$ cat src/rtl/conv_window_sequencer_pkg.sv
// Shared state encoding and geometry helpers for the KxK convolution window sequencer.
package conv_window_sequencer_pkg;

    typedef logic [2:0] state_t;

    localparam state_t ST_IDLE  = 3'd0;
    localparam state_t ST_FETCH = 3'd1;
    localparam state_t ST_DRAIN = 3'd2;
    localparam state_t ST_CONV  = 3'd3;
    localparam state_t ST_WAIT  = 3'd4;
    localparam state_t ST_ADV   = 3'd5;
    localparam state_t ST_FIN   = 3'd6;

    // Image dimension after zero padding of (K-1)/2 on both sides.
    function automatic int padded_dim(input int dim, input int k);
        return dim + (k - 1);
    endfunction

    // Number of window positions along one axis.
    function automatic int out_dim(input int dim, input int k, input int stride);
        return (padded_dim(dim, k) - k) / stride + 1;
    endfunction

    // Address width able to reach every pixel of the padded image (at least 1 bit).
    function automatic int addr_width(input int pw, input int ph);
        return (pw * ph > 1) ? $clog2(pw * ph) : 1;
    endfunction

endpackage

$ cat src/rtl/conv_window_sequencer_addr_gen.sv
// Window address generator: walks the KxK window row-major using adders only.
// The window base advances by STRIDE per column and by PW*STRIDE per output row.
module window_addr_gen
    import conv_window_sequencer_pkg::*;
#(
    parameter int PW     = 130,
    parameter int K      = 3,
    parameter int STRIDE = 1,
    parameter int ADDR_W = 15
) (
    input  logic              clk,
    input  logic              rst_n,
    input  logic              clear,
    input  logic              step,
    input  logic              col_adv,
    input  logic              row_adv,
    output logic [ADDR_W-1:0] address,
    output logic              last_elem
);

    localparam int              KW       = (K > 1) ? $clog2(K) : 1;
    localparam logic [KW-1:0]   K_LAST   = KW'(K - 1);
    localparam logic [ADDR_W-1:0] PW_STEP  = ADDR_W'(PW);
    localparam logic [ADDR_W-1:0] COL_STEP = ADDR_W'(STRIDE);
    localparam logic [ADDR_W-1:0] ROW_STEP = ADDR_W'(PW * STRIDE);

    logic [KW-1:0]     ki_q, ki_d;
    logic [KW-1:0]     kj_q, kj_d;
    logic [ADDR_W-1:0] row_off_q, row_off_d;
    logic [ADDR_W-1:0] row_base_q, row_base_d;
    logic [ADDR_W-1:0] win_base_q, win_base_d;

    // Next-state for the in-window counters and the window base accumulators.
    always_comb begin
        ki_d       = ki_q;
        kj_d       = kj_q;
        row_off_d  = row_off_q;
        row_base_d = row_base_q;
        win_base_d = win_base_q;

        if (step) begin
            if (kj_q == K_LAST) begin
                kj_d = '0;
                if (ki_q == K_LAST) begin
                    ki_d      = '0;
                    row_off_d = '0;
                end else begin
                    ki_d      = ki_q + KW'(1);
                    row_off_d = row_off_q + PW_STEP;
                end
            end else begin
                kj_d = kj_q + KW'(1);
            end
        end

        if (col_adv) begin
            win_base_d = win_base_q + COL_STEP;
        end else if (row_adv) begin
            row_base_d = row_base_q + ROW_STEP;
            win_base_d = row_base_q + ROW_STEP;
        end

        if (clear) begin
            ki_d       = '0;
            kj_d       = '0;
            row_off_d  = '0;
            row_base_d = '0;
            win_base_d = '0;
        end
    end

    // Counter and accumulator registers.
    always_ff @(posedge clk) begin
        if (!rst_n) begin
            ki_q       <= '0;
            kj_q       <= '0;
            row_off_q  <= '0;
            row_base_q <= '0;
            win_base_q <= '0;
        end else begin
            ki_q       <= ki_d;
            kj_q       <= kj_d;
            row_off_q  <= row_off_d;
            row_base_q <= row_base_d;
            win_base_q <= win_base_d;
        end
    end

    assign address   = win_base_q + row_off_q + ADDR_W'(kj_q);
    assign last_elem = (ki_q == K_LAST) && (kj_q == K_LAST);

endmodule

$ cat src/rtl/conv_window_sequencer.sv
// Convolution window sequencer: raster-scans output pixels, fetches each KxK window
// from RAM, strobes the window shift register as data returns, then hands off to the
// conv engine and waits for its completion before moving to the next window.
module conv_window_sequencer
    import conv_window_sequencer_pkg::*;
#(
    parameter int IMG_W  = 128,
    parameter int IMG_H  = 128,
    parameter int K      = 3,
    parameter int STRIDE = 1,
    parameter int RD_LAT = 1,
    localparam int PW     = padded_dim(IMG_W, K),
    localparam int PH     = padded_dim(IMG_H, K),
    localparam int OUT_W  = out_dim(IMG_W, K, STRIDE),
    localparam int OUT_H  = out_dim(IMG_H, K, STRIDE),
    localparam int ADDR_W = addr_width(PW, PH)
) (
    input  logic              clk,
    input  logic              rst_n,
    input  logic              start,
    input  logic              done_conv,
    output logic [ADDR_W-1:0] address,
    output logic              addr_valid,
    output logic              shift_right,
    output logic              start_conv,
    output logic [15:0]       out_row,
    output logic [15:0]       out_col,
    output logic              busy,
    output logic              done,
    output logic [2:0]        current_state
);

    localparam logic [15:0] COL_LAST   = 16'(OUT_W - 1);
    localparam logic [15:0] ROW_LAST   = 16'(OUT_H - 1);
    localparam logic [2:0]  DRAIN_LAST = (RD_LAT > 0) ? 3'(RD_LAT - 1) : 3'd0;
    localparam state_t      FETCH_NEXT = (RD_LAT == 0) ? ST_CONV : ST_DRAIN;

    state_t      state_q, state_d;
    logic [15:0] out_row_q, out_row_d;
    logic [15:0] out_col_q, out_col_d;
    logic [2:0]  drain_q, drain_d;

    logic clear;
    logic col_adv;
    logic row_adv;
    logic last_elem;

    window_addr_gen #(
        .PW     (PW),
        .K      (K),
        .STRIDE (STRIDE),
        .ADDR_W (ADDR_W)
    ) u_addr_gen (
        .clk       (clk),
        .rst_n     (rst_n),
        .clear     (clear),
        .step      (addr_valid),
        .col_adv   (col_adv),
        .row_adv   (row_adv),
        .address   (address),
        .last_elem (last_elem)
    );

    // Sequencer FSM plus output-pixel raster counters.
    always_comb begin
        state_d   = state_q;
        out_row_d = out_row_q;
        out_col_d = out_col_q;
        drain_d   = drain_q;
        clear     = 1'b0;
        col_adv   = 1'b0;
        row_adv   = 1'b0;

        case (state_q)
            ST_IDLE: begin
                if (start) begin
                    state_d   = ST_FETCH;
                    out_row_d = '0;
                    out_col_d = '0;
                    clear     = 1'b1;
                end
            end
            ST_FETCH: begin
                if (last_elem) begin
                    state_d = FETCH_NEXT;
                    drain_d = '0;
                end
            end
            ST_DRAIN: begin
                if (drain_q == DRAIN_LAST) begin
                    state_d = ST_CONV;
                    drain_d = '0;
                end else begin
                    drain_d = drain_q + 3'd1;
                end
            end
            ST_CONV: begin
                state_d = ST_WAIT;
            end
            ST_WAIT: begin
                if (done_conv) begin
                    state_d = ST_ADV;
                end
            end
            ST_ADV: begin
                if (out_col_q < COL_LAST) begin
                    out_col_d = out_col_q + 16'd1;
                    col_adv   = 1'b1;
                    state_d   = ST_FETCH;
                end else if (out_row_q < ROW_LAST) begin
                    out_col_d = '0;
                    out_row_d = out_row_q + 16'd1;
                    row_adv   = 1'b1;
                    state_d   = ST_FETCH;
                end else begin
                    state_d = ST_FIN;
                end
            end
            ST_FIN: begin
                state_d = ST_IDLE;
            end
            default: begin
                state_d = ST_IDLE;
            end
        endcase
    end

    // FSM and raster counter registers.
    always_ff @(posedge clk) begin
        if (!rst_n) begin
            state_q   <= ST_IDLE;
            out_row_q <= '0;
            out_col_q <= '0;
            drain_q   <= '0;
        end else begin
            state_q   <= state_d;
            out_row_q <= out_row_d;
            out_col_q <= out_col_d;
            drain_q   <= drain_d;
        end
    end

    // shift_right mirrors addr_valid after the RAM read latency.
    generate
        if (RD_LAT == 0) begin : g_no_delay
            assign shift_right = addr_valid;
        end else begin : g_delay
            logic [RD_LAT-1:0] sr_q, sr_d;

            // Shift the read strobe along the latency line.
            always_comb begin
                sr_d    = sr_q << 1;
                sr_d[0] = addr_valid;
            end

            // Latency line register; cleared so no stale strobe survives a reset.
            always_ff @(posedge clk) begin
                if (!rst_n) begin
                    sr_q <= '0;
                end else begin
                    sr_q <= sr_d;
                end
            end

            assign shift_right = sr_q[RD_LAT-1];
        end
    endgenerate

    assign addr_valid    = (state_q == ST_FETCH);
    assign start_conv    = (state_q == ST_CONV);
    assign done          = (state_q == ST_FIN);
    assign busy          = (state_q != ST_IDLE);
    assign out_row       = out_row_q;
    assign out_col       = out_col_q;
    assign current_state = state_q;

endmodule
$ cat config.mk
export PLATFORM = sky130hd
export DESIGN_NAME = conv_window_sequencer
export DESIGN_NICKNAME = d
export VERILOG_FILES = /design/src/rtl/conv_window_sequencer_pkg.sv /design/src/rtl/conv_window_sequencer_addr_gen.sv /design/src/rtl/conv_window_sequencer.sv
export SDC_FILE = /design/constraint.sdc
export NUM_CORES = 1
export LEC_CHECK = 0
export ABC_AREA = 0
export BUFFER_PORTS_ARGS = -buffer_cell sky130_fd_sc_hd__buf_2
export CAP_MARGIN = 20
export CORE_AREA = 8 8 123 125
export DETAILED_ROUTE_END_ITERATION = 12
export DIE_AREA = 0 0 131 133
export MAX_ROUTING_LAYER = met4
export PLACE_DENSITY = 0.64
export SLEW_MARGIN = 20
export SYNTH_ARGS = -nofsm -noshare
export SYNTH_HDL_FRONTEND = slang
export SYNTH_HIERARCHICAL = 1
export SYNTH_SLANG_ARGS = --single-unit
$ cat constraint.sdc
create_clock -name clk -period 6.2 [get_ports clk]
set_input_delay 0.31 -clock clk [delete_from_list [all_inputs] [get_ports clk]]
set_output_delay 0.31 -clock clk [all_outputs]
set_load 0.01 [all_outputs]
# Word-level counts from Yosys, hierarchy flattened
# Index checks and enable logic that the tools add are counted.
# Widths: inputs -> output; s select.
[classes]
bitwise_logic = 2
eq_ne = 15
n_addsub = 10
div_mod_pow = 0
n_reduce_logical = 14
shifts = 0
mul = 0
mux = 29
n_lt_le_gt_ge = 2
[op_table]
columns = ["operator", "count"]
rows = [
  ["$mux 16", 5],
  ["$pmux 16 s2", 2],
  ["$mux 15", 3],
  ["$add 16x1->16 const B", 2],
  ["$lt 16x7->1 const B", 2],
  ["$add 15x8->15 const B", 2],
  ["$mux 3", 8],
  ["$pmux 3 s6", 1],
  ["$add 15x1->15 const B", 1],
  ["$add 15x15->15", 1],
  ["$add 15x2->15", 1],
  ["$ne 2x2->1 const B", 5],
  ["$eq 3x3->1 const B", 3],
  ["$reduce_and 4->1", 2],
  ["$mux 1", 7],
  ["$eq 3x2->1 const B", 2],
  ["$logic_not 3->1", 2],
  ["$pmux 3 s2", 1],
  ["$reduce_and 2->1", 3],
  ["$reduce_bool 2->1", 3],
  ["$add 2x1->2 const B", 2],
  ["$eq 2x2->1 const B", 2],
  ["$mux 2", 2],
  ["$add 3x1->3 const B", 1],
  ["other kinds (8)", 9],
]
[word_totals]
input_bits = 4
latchBits = 0
mem_count = 0
mem_bits_ro = 0
wordCells = 82
ram_bits = 0
register_bits = 88
out_inout_bits = 55

# Depth between registers and ports, before layout
[depth]
depth_word = 6
depth_mapped = 11
mapped_depth_nobuf = 10

# By module
# The synthesis kept the hierarchy.
[modules_own_cells]
columns = ["module", "n_inst", "area_each_um2", "cells_each", "seq_area_each_um2"]
rows = [
  ["window_addr_gen", 1, 3245.6, 399, 940.9],
  ["conv_window_sequencer", 1, 1879.3, 216, 780.7],
]

# Worst setup path before layout
# Ideal clock, no wire load.
[synth_timing]
kind = "reg2out"
startpoint = "register u_addr_gen.kj_q[1]"
endpoint = "output port address[13]"
slack_ps = 3208
arrival_ps = 2682
t_required_ps = 5890
path_buffers = 0
path_stages_with_launch = 10
cell_sequence = "dfxtp_1 -> fa_1 -> ha_1 -> inv_1 -> fa_1 -> and2b_1 -> o2111ai_1 -> a32oi_1 -> or4b_1 -> o311ai_0"
[synth_between]
elab_chain_cells = 1
[synth_lines]
columns = ["item", "line_no", "text"]
rows = [
  ["start, declared", "conv_window_sequencer_addr_gen.sv:28", "logic [KW-1:0] kj_q, kj_d;"],
  ["start signal, assigned", "conv_window_sequencer_addr_gen.sv:82", "kj_q <= kj_d;"],
  ["$add 15x2->15", "conv_window_sequencer_addr_gen.sv:89", "assign address = win_base_q + row_off_q + ADDR_W'(kj_q);"],
  ["end, declared", "conv_window_sequencer.sv:22", "output logic [ADDR_W-1:0] address,"],
]
# No other way between the ends.

# Final worst setup path
# Same ends and word-level chain as after synthesis.

==> run_results.csv <==
group,metric,value,unit
worst_setup_path,critPathKind,"reg -> out",
clock_network,clock_path_buffers,2,
drt,drt-pass1-iter-count,6,
sta,skew,0.007487,ns
worst_setup_path,cp_num_buf_inv,2,
sta,fin_setup_tns,0,ns
worst_setup_path,cpMostUsedCell,"fa_1",
drt,vias_per_cell,5.292,
logic_synthesis,async_flop_share,0,%
cells_and_area,finalInstanceArea,5827,um2
clock_network,cts.root.buffer_cell,"clkbuf_16",
placed_design,place_congestion,0.8502,
clock_network,h-tree-depth,3,
sta,worst_slack,2.437,ns
pwr,p_leak,2.419,nW
die,fp.dieW,131,um
pwr,powerDensity,227.8,nW/um2
global_route,antenna_found_initial,0,
logic_synthesis,synthCells,615,
outcome,status,"completed",
logic_synthesis,ys_seq_elements,86,
global_route,grt_usage,14.38,%
clock_network,cts_tree,"built",
clock_network,numCtsBuffers,9,
worst_setup_path,cp_slowest_cell,"fa_1",
worst_setup_path,slowest_delay,0.56,ns
global_route,first_global_vias,4352,
cells_and_area,nets,698,
sta,worst_pin_slew,0.9355,ns
run,cap_violations,0,
clock_network,ctsResizeCount,0,
logic_synthesis,synth_edf_count,0,
worst_setup_path,required,5.89,ns
sta,relSlewSlack,37.22,%
sta,hold_violations,0,
cells_and_area,ff_latch_area,1722,um2
sta,fmax,0.2658,GHz
worst_setup_path,crit_chain,"fa_1, ha_1, inv_1, fa_1, and2b_1, o2111ai_1, a32oi_1, or4b_1, o311ai_0, buf_2",
clock_network,hold_buffers,0,
worst_setup_path,endpoint_kind,"output port",
placed_design,placed_cell_area,5525,um2
clock_network,cts.sinks,86,
worst_setup_path,cp_top_family,"adder cells",
die,dieArea,17420,um2
cells_and_area,filler_cell_count,1285,
placed_design,port_buffers,58,
clock_network,cts_setup_buffers,0,
clock_network,insertion_delay,0.34,ns
sta,min_period,3.763,ns
drt,via_count,4445,
die,design.core.area,13090,um2
worst_setup_path,cp_max_fo,8,
pwr,peakVddDrop,0.1346,mV
placed_design,preCtsSetupSlack,2.817,ns
die,die_h,133,um
worst_setup_path,crit_arrival,3.45,ns
worst_setup_path,crit_path_start,"u_addr_gen/kj_q[1]$_SDFFE_PP0P_",
sta,slew_violations,0,
hold_path,worstHoldPathType,"in -> reg",
sta,holdWs,0.3998,ns
cells_and_area,finalCoreUtilization,44.53,%
global_route,grt.overflow.total,0,
logic_synthesis,yosys_warnings,6,
logic_synthesis,synthesis.nets,654,
cells_and_area,num_antenna_cells,0,
worst_setup_path,startpoint_type,"flop",
sta,rsz0062_at_grt,"false",
placed_design,dp_hpwl,8728,um
worst_setup_path,reg2reg_from,"current_state[2]$_SDFFE_PN0P_",
cells_and_area,multi_input_area,3189,um2
global_route,grt_max_degree,31,
logic_synthesis,ys_types,70,
cells_and_area,layout-drive-gt1-share,14.46,%
logic_synthesis,synth.avg_cell_area,8.333,um2
drt,routed_wl,11750,um
drt,drc_errors,0,
die,initial_core_util,39.17,%
die,io_pins,59,
drt,wl_per_cell,13.99,um
sta,setup_viol,0,
logic_synthesis,syn_area,5125,um2
logic_synthesis,ys.flop_type,"dfxtp_1",
clock_network,path_clk_slew,0.07,ns
logic_synthesis,yosysSeqAreaShare,33.59,%
drt,dr.first_iter.drc_count,159,
die,core.rowCount,42,
drt,ant_nets,0,
global_route,grt_pass1_wl,20050,um
sta,fin_crit_sh,60.69,%
hold_path,min_from,"rst_n",
cells_and_area,area_delta_synth_final,13.70,%
per-layer routing:
layer / track usage [%] / routed length [um] / vias up
li1: - / - / 2314
met1: 17.73 / 5584 / 2021
met2: 22.23 / 5409 / 91
met3: 2.451 / 511 / 19
met4: 6.828 / 248 / 0
met5: - / 0 / -
path summary, 6_finish.rpt:
check | cells past startpoint | endpoint | slack, ns
worst max-delay path | 10 | address[13] | 2.44
worst min-delay path | 2 | out_row[1]$_SDFFE_PN0P_ | 0.40
worst max register to register | 8 | u_addr_gen/win_base_q[14]$_SDFFE_PP0P_ | 3.34
worst min register to register | 2 | drain_q[2]$_SDFFE_PN0P_ | 0.47
power by group:
group | leakage (nW) | internal, mW | switching [mW]
Sequential | 0.693 | 0.568 | 0.0281
Combinational | 1.58 | 0.0630 | 0.127
Clock | 0.146 | 0.313 | 0.228
stage by stage:
stage / instances / total power, mW
after floorplan: 615 / 0.7441
after global placement: 824 / 0.7946
after detailed placement: 824 / 0.7977
after CTS: 840 / 1.344
after global routing: 840 / 1.391
final: 840 / 1.327
area by class of cell:
type / instances / share of cell area [%]
clock buffers: 9 / 3.865
clock inverters: 7 / 1.267
inverters: 25 / 1.825
multi-input cells: 479 / 54.73
flip-flops and latches: 86 / 29.55
well taps: 176 / 3.779
repair buffers: 58 / 4.982
cells in the mapped netlist (8+ instances only):
| cell type | n | area share (%) |
|---|---|---|
| a21o_1 | 8 | 1.2 |
| nand3_1 | 33 | 3.2 |
| inv_1 | 23 | 1.7 |
| dfxtp_1 | 86 | 34 |
| a21oi_1 | 35 | 3.4 |
| nand4_1 | 14 | 1.7 |
| xor2_1 | 15 | 2.6 |
| o21a_1 | 8 | 1.2 |
| and3_1 | 21 | 2.6 |
| nand2b_1 | 8 | 0.98 |
| nor3_1 | 19 | 1.9 |
| o21ai_0 | 26 | 2.5 |
| nor2_1 | 69 | 5.1 |
| xnor2_1 | 30 | 5.1 |
| or3_1 | 11 | 1.3 |
| mux2i_1 | 9 | 1.8 |
| nand2_1 | 43 | 3.1 |
| clkbuf_1 | 17 | 1.2 |
| ha_1 | 33 | 8.1 |
registers in the layout, summed over array words and instances, names as in the netlist:
signal and cells:
out_col 16, out_row 16, u_addr_gen/win_base_q 15, u_addr_gen/row_base_q 14, u_addr_gen/row_off_q 14, current_state 3, drain_q 3, u_addr_gen/ki_q 2
u_addr_gen/kj_q 2, shift_right 1
cell families after synthesis:
kind of cell | share of synthesized area (%)
and+or+nand+nor | 25.93
xor gates and xnor gates | 7.690
adders and majority gates | 8.838
buffers and inverters | 4.223
AOI/OAI and AO/OA | 17.09
muxes | 2.637
DFF | 33.59
placed cells by master, fill, tap and decap left out, types with 5 or more instances in the layout:
cell type,instances
a21o_1,8
or3_1,11
inv_1,23
mux2i_1,9
nand3_1,33
nand2_1,43
a31oi_1,6
nand4_1,14
xor2_1,15
a21oi_1,35
clkbuf_16,9
nor2_1,69
o2111ai_1,6
and3_1,21
xnor2_1,30
ha_1,33
a211oi_1,5
o21a_1,8
buf_2,58
o21ai_0,25
nor3b_1,5
nand2b_1,7
dfxtp_1,86
nor3_1,19
o22ai_1,6
worst reg2reg max path, stage by stage, from the launching register on:
cell      delay, ns
dfxtp_1        0.53
nand3b_1       0.16
nor2b_1        0.29
o211ai_4       0.26
inv_2          0.27
nor2b_1        0.78
a211oi_1       0.08
o21ai_0        0.26
o21ai_0        0.11
No activity file was read; power rests on OpenSTA's default activity.
